### src/rtl/osd_regaccess_master_if.sv
// dii_channel: one direction of a Debug Interconnect Infrastructure link.
//   data[15:0] - packet word
//   last       - marks the final word of a packet
//   valid      - word is presented by the sender
//   ready      - receiver accepts the word; a beat transfers when valid && ready
// The master modport sends packets and the slave modport receives them.
interface dii_channel;
   logic [15:0] data;
   logic        last;
   logic        valid;
   logic        ready;

   modport master (output data, output last, output valid, input ready);
   modport slave  (input data, input last, input valid, output ready);
endinterface

### src/rtl/osd_regaccess_master.sv
// osd_regaccess_master: turns a local register read/write request into a DI
// register-access packet and waits for the matching response packet.
// Ports:
//   clk, rst          - clock (rising edge) and asynchronous active-high reset
//   id                - own DI address: source of requests, destination of replies
//   req_valid/ready   - local request handshake
//   req_write         - 1 = write, 0 = read
//   req_dest/addr/wdata - target module, register address, write data
//   resp_valid        - one-cycle completion pulse
//   resp_error        - completion is an error (error reply or timeout)
//   resp_timeout      - completion caused by the response timeout
//   resp_rdata        - read data, updated only by a successful read
//   debug_out         - outgoing packet channel (master)
//   debug_in          - incoming packet channel (slave), always ready
// TIMEOUT_CYCLES: WAIT cycles before aborting; 0 disables the timeout.
module osd_regaccess_master #(
   parameter int unsigned TIMEOUT_CYCLES = 1024
) (
   input  logic              clk,
   input  logic              rst,
   input  logic [15:0]       id,
   input  logic              req_valid,
   output logic              req_ready,
   input  logic              req_write,
   input  logic [15:0]       req_dest,
   input  logic [15:0]       req_addr,
   input  logic [15:0]       req_wdata,
   output logic              resp_valid,
   output logic              resp_error,
   output logic              resp_timeout,
   output logic [15:0]       resp_rdata,
   dii_channel.master        debug_out,
   dii_channel.slave         debug_in
);

   typedef enum logic [1:0] {
      ST_IDLE,
      ST_SEND,
      ST_WAIT
   } state_t;

   state_t      state_q, state_d;
   logic        write_q, write_d;
   logic [15:0] dest_q, dest_d;
   logic [15:0] addr_q, addr_d;
   logic [15:0] wdata_q, wdata_d;
   logic [2:0]  wcnt_q, wcnt_d;
   logic [31:0] tcnt_q, tcnt_d;
   logic [2:0]  rx_cnt_q, rx_cnt_d;
   logic        rx_bad_q, rx_bad_d;
   logic [3:0]  rx_sub_q, rx_sub_d;
   logic        resp_valid_q, resp_valid_d;
   logic        resp_error_q, resp_error_d;
   logic        resp_timeout_q, resp_timeout_d;
   logic [15:0] rdata_q, rdata_d;

   logic [15:0] out_word;
   logic        out_last;
   logic        out_hs;
   logic        in_hs;
   logic        beat_bad;
   logic        pkt_bad;
   logic [3:0]  sub_now;
   logic        rd_ok, rd_err, wr_ok, wr_err, accept;
   logic [31:0] tcnt_inc;
   logic        timeout_hit;

   always_ff @(posedge clk or posedge rst) begin
      if (rst) begin
         state_q        <= ST_IDLE;
         write_q        <= 1'b0;
         dest_q         <= '0;
         addr_q         <= '0;
         wdata_q        <= '0;
         wcnt_q         <= '0;
         tcnt_q         <= '0;
         rx_cnt_q       <= '0;
         rx_bad_q       <= 1'b0;
         rx_sub_q       <= '0;
         resp_valid_q   <= 1'b0;
         resp_error_q   <= 1'b0;
         resp_timeout_q <= 1'b0;
         rdata_q        <= '0;
      end else begin
         state_q        <= state_d;
         write_q        <= write_d;
         dest_q         <= dest_d;
         addr_q         <= addr_d;
         wdata_q        <= wdata_d;
         wcnt_q         <= wcnt_d;
         tcnt_q         <= tcnt_d;
         rx_cnt_q       <= rx_cnt_d;
         rx_bad_q       <= rx_bad_d;
         rx_sub_q       <= rx_sub_d;
         resp_valid_q   <= resp_valid_d;
         resp_error_q   <= resp_error_d;
         resp_timeout_q <= resp_timeout_d;
         rdata_q        <= rdata_d;
      end
   end

   always_comb begin
      state_d        = state_q;
      write_d        = write_q;
      dest_d         = dest_q;
      addr_d         = addr_q;
      wdata_d        = wdata_q;
      wcnt_d         = wcnt_q;
      tcnt_d         = tcnt_q;
      rx_cnt_d       = rx_cnt_q;
      rx_bad_d       = rx_bad_q;
      rx_sub_d       = rx_sub_q;
      resp_valid_d   = 1'b0;
      resp_error_d   = 1'b0;
      resp_timeout_d = 1'b0;
      rdata_d        = rdata_q;

      // Outgoing packet word selected by the beat counter.
      case (wcnt_q)
         3'd0:    out_word = dest_q;
         3'd1:    out_word = id;
         3'd2:    out_word = {2'b00, (write_q ? 4'h4 : 4'h0), 10'b0};
         3'd3:    out_word = addr_q;
         default: out_word = wdata_q;
      endcase
      out_last = write_q ? (wcnt_q == 3'd4) : (wcnt_q == 3'd3);
      out_hs   = (state_q == ST_SEND) && debug_out.ready;
      in_hs    = debug_in.valid && debug_in.ready;

      // Incoming packet checks. A packet is poisoned if any of its beats is
      // seen outside WAIT, so packets straddling a timeout or starting before
      // WAIT are always discarded.
      case (rx_cnt_q)
         3'd0:    beat_bad = (debug_in.data != id);
         3'd1:    beat_bad = (debug_in.data != dest_q);
         3'd2:    beat_bad = (debug_in.data[15:14] != 2'b00);
         default: beat_bad = 1'b0;
      endcase
      pkt_bad = rx_bad_q || beat_bad || (state_q != ST_WAIT);
      sub_now = (rx_cnt_q == 3'd2) ? debug_in.data[13:10] : rx_sub_q;

      // rx_cnt_q is the index of the current beat, so at the last beat
      // index 2 means a 3-word packet and index 3 a 4-word packet.
      rd_ok  = !write_q && (sub_now == 4'h8) && (rx_cnt_q == 3'd3);
      rd_err = !write_q && (sub_now == 4'hC) && (rx_cnt_q == 3'd2);
      wr_ok  = write_q  && (sub_now == 4'hD) && (rx_cnt_q == 3'd2);
      wr_err = write_q  && (sub_now == 4'hE) && (rx_cnt_q == 3'd2);
      accept = in_hs && debug_in.last && !pkt_bad &&
               (rd_ok || rd_err || wr_ok || wr_err);

      if (in_hs) begin
         if (debug_in.last) begin
            rx_cnt_d = '0;
            rx_bad_d = 1'b0;
         end else begin
            if (rx_cnt_q != 3'd7) begin
               rx_cnt_d = rx_cnt_q + 3'd1;
            end
            rx_bad_d = pkt_bad;
            if (rx_cnt_q == 3'd2) begin
               rx_sub_d = debug_in.data[13:10];
            end
         end
      end

      tcnt_inc    = tcnt_q + 32'd1;
      timeout_hit = (TIMEOUT_CYCLES != 0) && (tcnt_inc == TIMEOUT_CYCLES);

      case (state_q)
         ST_IDLE: begin
            if (req_valid) begin
               write_d = req_write;
               dest_d  = req_dest;
               addr_d  = req_addr;
               wdata_d = req_wdata;
               wcnt_d  = '0;
               state_d = ST_SEND;
            end
         end
         ST_SEND: begin
            if (out_hs) begin
               if (out_last) begin
                  tcnt_d  = '0;
                  state_d = ST_WAIT;
               end else begin
                  wcnt_d = wcnt_q + 3'd1;
               end
            end
         end
         ST_WAIT: begin
            // An accepted response wins over a timeout in the same cycle.
            if (accept) begin
               resp_valid_d = 1'b1;
               resp_error_d = rd_err || wr_err;
               if (rd_ok) begin
                  rdata_d = debug_in.data;
               end
               state_d = ST_IDLE;
            end else if (timeout_hit) begin
               resp_valid_d   = 1'b1;
               resp_error_d   = 1'b1;
               resp_timeout_d = 1'b1;
               state_d        = ST_IDLE;
            end else begin
               tcnt_d = tcnt_inc;
            end
         end
         default: state_d = ST_IDLE;
      endcase
   end

   // Ready outputs are gated by rst so they read 0 throughout reset.
   assign req_ready       = (state_q == ST_IDLE) && !rst;
   assign debug_in.ready  = !rst;
   assign debug_out.valid = (state_q == ST_SEND);
   assign debug_out.last  = (state_q == ST_SEND) && out_last;
   assign debug_out.data  = (state_q == ST_SEND) ? out_word : '0;
   assign resp_valid      = resp_valid_q;
   assign resp_error      = resp_error_q;
   assign resp_timeout    = resp_timeout_q;
   assign resp_rdata      = rdata_q;

endmodule

### src/flat_wrapper.sv
// flat-port wrapper written by rule: the top's interface ports become plain ports
module osd_regaccess_master_flat 
#(
   parameter int unsigned TIMEOUT_CYCLES = 1024
)
  (clk, rst, id, req_valid, req_ready, req_write, req_dest, req_addr, req_wdata, resp_valid, resp_error, resp_timeout, resp_rdata, debug_out_data, debug_out_last, debug_out_valid, debug_out_ready, debug_in_data, debug_in_last, debug_in_valid, debug_in_ready);
  dii_channel debug_out_i ();
  dii_channel debug_in_i ();
  input  logic clk;
  input  logic rst;
  input  logic [15:0] id;
  input  logic req_valid;
  output logic req_ready;
  input  logic req_write;
  input  logic [15:0] req_dest;
  input  logic [15:0] req_addr;
  input  logic [15:0] req_wdata;
  output logic resp_valid;
  output logic resp_error;
  output logic resp_timeout;
  output logic [15:0] resp_rdata;
  output wire logic [$bits(debug_out_i.data)-1:0] debug_out_data;
  output wire logic [$bits(debug_out_i.last)-1:0] debug_out_last;
  output wire logic [$bits(debug_out_i.valid)-1:0] debug_out_valid;
  input wire logic [$bits(debug_out_i.ready)-1:0] debug_out_ready;
  input wire logic [$bits(debug_in_i.data)-1:0] debug_in_data;
  input wire logic [$bits(debug_in_i.last)-1:0] debug_in_last;
  input wire logic [$bits(debug_in_i.valid)-1:0] debug_in_valid;
  output wire logic [$bits(debug_in_i.ready)-1:0] debug_in_ready;
  assign debug_out_data = debug_out_i.data;
  assign debug_out_last = debug_out_i.last;
  assign debug_out_valid = debug_out_i.valid;
  assign debug_out_i.ready = debug_out_ready;
  assign debug_in_i.data = debug_in_data;
  assign debug_in_i.last = debug_in_last;
  assign debug_in_i.valid = debug_in_valid;
  assign debug_in_ready = debug_in_i.ready;
  osd_regaccess_master #(.TIMEOUT_CYCLES(TIMEOUT_CYCLES)) u_core (.clk(clk), .rst(rst), .id(id), .req_valid(req_valid), .req_ready(req_ready), .req_write(req_write), .req_dest(req_dest), .req_addr(req_addr), .req_wdata(req_wdata), .resp_valid(resp_valid), .resp_error(resp_error), .resp_timeout(resp_timeout), .resp_rdata(resp_rdata), .debug_out(debug_out_i), .debug_in(debug_in_i));
endmodule
### config.mk
export PLATFORM = sky130hd
export DESIGN_NAME = osd_regaccess_master_flat
export DESIGN_NICKNAME = d
export VERILOG_FILES = /design/src/rtl/osd_regaccess_master_if.sv /design/src/rtl/osd_regaccess_master.sv /design/src/flat_wrapper.sv
export SDC_FILE = /design/constraint.sdc
export NUM_CORES = 1
export LEC_CHECK = 0
export ABC_CLOCK_PERIOD_IN_PS = 8400
export BUFFER_PORTS_ARGS = -buffer_cell sky130_fd_sc_hd__buf_2
export CAP_MARGIN = 25
export CORE_ASPECT_RATIO = 1.2
export CORE_MARGIN = 5
export CORE_UTILIZATION = 55
export DETAILED_ROUTE_END_ITERATION = 7
export PLACE_DENSITY_LB_ADDON = 0.1
export SLEW_MARGIN = 20
export SYNTH_ARGS = -nofsm -noshare
export SYNTH_HDL_FRONTEND = slang
export SYNTH_SLANG_ARGS = --single-unit
### constraint.sdc
create_clock -name clk -period 8.4 [get_ports clk]
set_clock_uncertainty 0.15 [all_clocks]
set_input_delay 0.84 -clock clk [delete_from_list [all_inputs] [get_ports clk]]
set_output_delay 0.84 -clock clk [all_outputs]
set_load 0.01 [all_outputs]
==> reports/results.txt <==
Final Hold Vio Count: 0
Syn Nets: 766
vias in the first global route: 5,614
crit path DAT: 4210 ps
first-pass GRT wire length: 28,570 um
relative slew slack: 0.4217
utilization after layout: 0.6610
Antenna Violating Nets Remaining: 0
CTS tree: yes
WL/cell: 19.24 um
Std-Cell Rows: 44
P_sw: 0.7908 mW
# setup viols final: 0
Post-Syn Area per Cell: 9.935 sq um
Max Root-Sink Buffers: 2
initial antenna violation count: 1
TNS Setup: 0 ps
Async SR Flop Fraction: 1.000
Ports: 126
post-layout min period: 4012 ps
most frequent cells after synthesis: dfrtp_1 (113), nor2_1 (59), mux2_2 (56)
total wire length: 18,140 um
hpwl dp: 13,260 um
slowest CP cell: a21boi_4
vias per cell: 6.054
max incr delay on CP: 720 ps
CP required: 8600 ps
Resize count post-CTS: 0
Max Cap Viol: 0
Synth area leader: dfrtp_1
DRC violations left: 0
Crit. End Element: register
register area: 0.002828 sq mm
Sw Ratio: 0.3394
worst min path class: reg -> reg
CP cell instances: ha_1, nand3_1, or3_4, or4_4, mux2i_1, o2111a_2, nand4_4, a21boi_4, mux2_2
kind of critical path: reg -> reg
clk_lat worst skew: 420 ps
GRT Total Usage: 0.2615
Seq pwr share: 0.366
global route overflow: 0
warnings from Yosys: 0
Post-CTS Hold Buffers: 0
RSZ-0062 raised after global routing: no
number of flops mapped to enable cells by yosys: 0
diodes inserted: 0
Placement Setup Slack: 4431 ps
largest net degree at the start of global routing: 62
register bit total from synthesis: 113
sequential element share of the synthesized area: 0.4267
routability congestion estimate: 0.9170
total CTS buffers: 17
PortBufs: 125
WHS: 327.1 ps
Fillers: 987
fin worst setup slack: 4388 ps
Pre-Repair DR Iteration Count: 5
multi-input logic area: 0.003510 sq mm
core area: 0.01195 sq mm
internal power: 1.539 mW
Leak: 3.804 nW
Critical Path Source Type: register
outcome: complete, no violations
Bufs and invs on worst path: 0
Tcrit/Tclk final: 0.4776
die outline area: 0.01435 sq mm
post-synth cell types: 74
Tightest Pin Transition: 866.6 ps
fmax: 0.2493 GHz
pwr dens: 295.1 mW/mm^2
most frequent cell after synthesis: dfrtp_1
clock slew at reported path FFs: 50 ps
Syn-to-layout area delta: 19.17%
fin. max-slew vios: 0
Initial DRC Count: 449
share of the synthesized area in the top cell type: 0.4267
Top FF cell, synth: dfrtp_1
total power draw: 2.330 mW
CTS Sinks: 113
Comb power frac: 0.316
htree depth: 4
clock power share: 0.319
Synth Cell Area: 0.006626 sq mm
Vias: 5,709
share of post-route cells with drive strength above 1: 0.2980
critical path fanouts, max: 28
worst IR drop on VDD: 0.1424 mV
cell count after synthesis: 667
Die H: 130.2 um
Setup Buffers After CTS: 0
fin nets: 868
Initial Utilization: 0.5547
synth top area cells: dfrtp_1 (43%), mux2_2 (9.5%), nor2_1 (3.3%), a222oi_1 (2.6%), and3_1 (2.4%)
width of the die: 110.2 um
Clock Tree Root: clkbuf_16
Largest delay share family, worst path: simple AND/OR/NAND/NOR gates
[path summary, 6_finish.rpt]
path | from | end | slack, ps | depth (start not counted)
setup / recovery | u_core.tcnt_q[0]$_DFFE_PP0P_ | u_core.tcnt_q[0]$_DFFE_PP0P_ | 4390 | 9
hold / removal | u_core.resp_rdata[4]$_DFFE_PP0P_ | u_core.resp_rdata[4]$_DFFE_PP0P_ | 330 | 1
setup reg to reg | u_core.tcnt_q[0]$_DFFE_PP0P_ | u_core.tcnt_q[0]$_DFFE_PP0P_ | 4390 | 9
hold reg to reg | u_core.resp_rdata[4]$_DFFE_PP0P_ | u_core.resp_rdata[4]$_DFFE_PP0P_ | 330 | 1
max in group asynchronous | rst | u_core.wdata_q[4]$_DFFE_PP0P_ | 6430 | 3
min in group asynchronous | rst | u_core.addr_q[10]$_DFFE_PP0P_ | 420 | 2
[cell type report]
type / instances / area share
Multi-Input combinational cell: 484 / 0.4445
Sequential cell: 113 / 0.3581
Timing Repair Buffer: 129 / 0.08398
Clock buffer: 20 / 0.05530
Tap cell: 161 / 0.02551
Clock inverter: 12 / 0.02092
Inverter: 24 / 0.01173
[routing by layer]
metal	global-route usage	vias up	wire length, um
li1	-	2677	-
met3	0.06136	41	1206
met2	0.4543	195	9286
met5	0	-	7
met4	0.1138	2	563
met1	0.3068	2794	7076
[sequential cells by signal, indices dropped and copies added (netlist names), 2 cells and up]
| register | count |
|---|---|
| u_core.addr_q | 16 |
| u_core.dest_q | 16 |
| u_core.resp_rdata | 16 |
| u_core.rx_cnt_q | 3 |
| u_core.rx_sub_q | 4 |
| u_core.state_q | 2 |
| u_core.tcnt_q | 32 |
| u_core.wcnt_q | 3 |
| u_core.wdata_q | 16 |
[power groups by stage]
stage	clock network (mW)	registers (mW)	logic, mW
floorplan	0	0.785	0.555
finish	0.742	0.852	0.736
CTS	0.752	0.857	0.732
global placement	0	0.857	0.712
detailed placement	0	0.865	0.727
global route	0.781	0.873	0.810
[metrics by stage]
stage | std cells | cell area, sq um
global placement | 910 | 7279
detailed placement | 910 | 7279
global route | 943 | 7896
finish | 943 | 7896
CTS | 942 | 7881
floorplan | 667 | 6626
[worst register-to-register path: cells and delay by family, from the launching register on]
family | cells | cell delay, ps
fa+ha+maj | 1 | 300
mux | 2 | 490
flops | 1 | 480
simple gates | 4 | 1560
compound gates | 2 | 970
[logic make-up (layout without fill, tap and decap cells)]
logic type,after synthesis,count (layout),share of synthesized area
buffers and inverters,70,185,0.04531
and+or+nand+nor,229,229,0.1869
AOI/OAI and AO/OA,148,148,0.1675
muxes,69,69,0.1165
DFF,113,113,0.4267
xor gates and xnor gates,26,26,0.03436
adders and majority gates,12,12,0.02266
[placed cells by master (no fill, tap or decap), drive strengths merged, types with 20 or more instances in the layout]
cell type | Yosys | routed
a21oi | 22 | 22
dfrtp | 113 | 113
and3 | 25 | 25
buf | 15 | 129
nand2 | 37 | 37
nor2 | 60 | 60
o21ai | 28 | 28
clkbuf | 31 | 20
nand3 | 24 | 24
inv | 24 | 24
mux2 | 65 | 65
No activity file was read; power rests on OpenSTA's default activity.
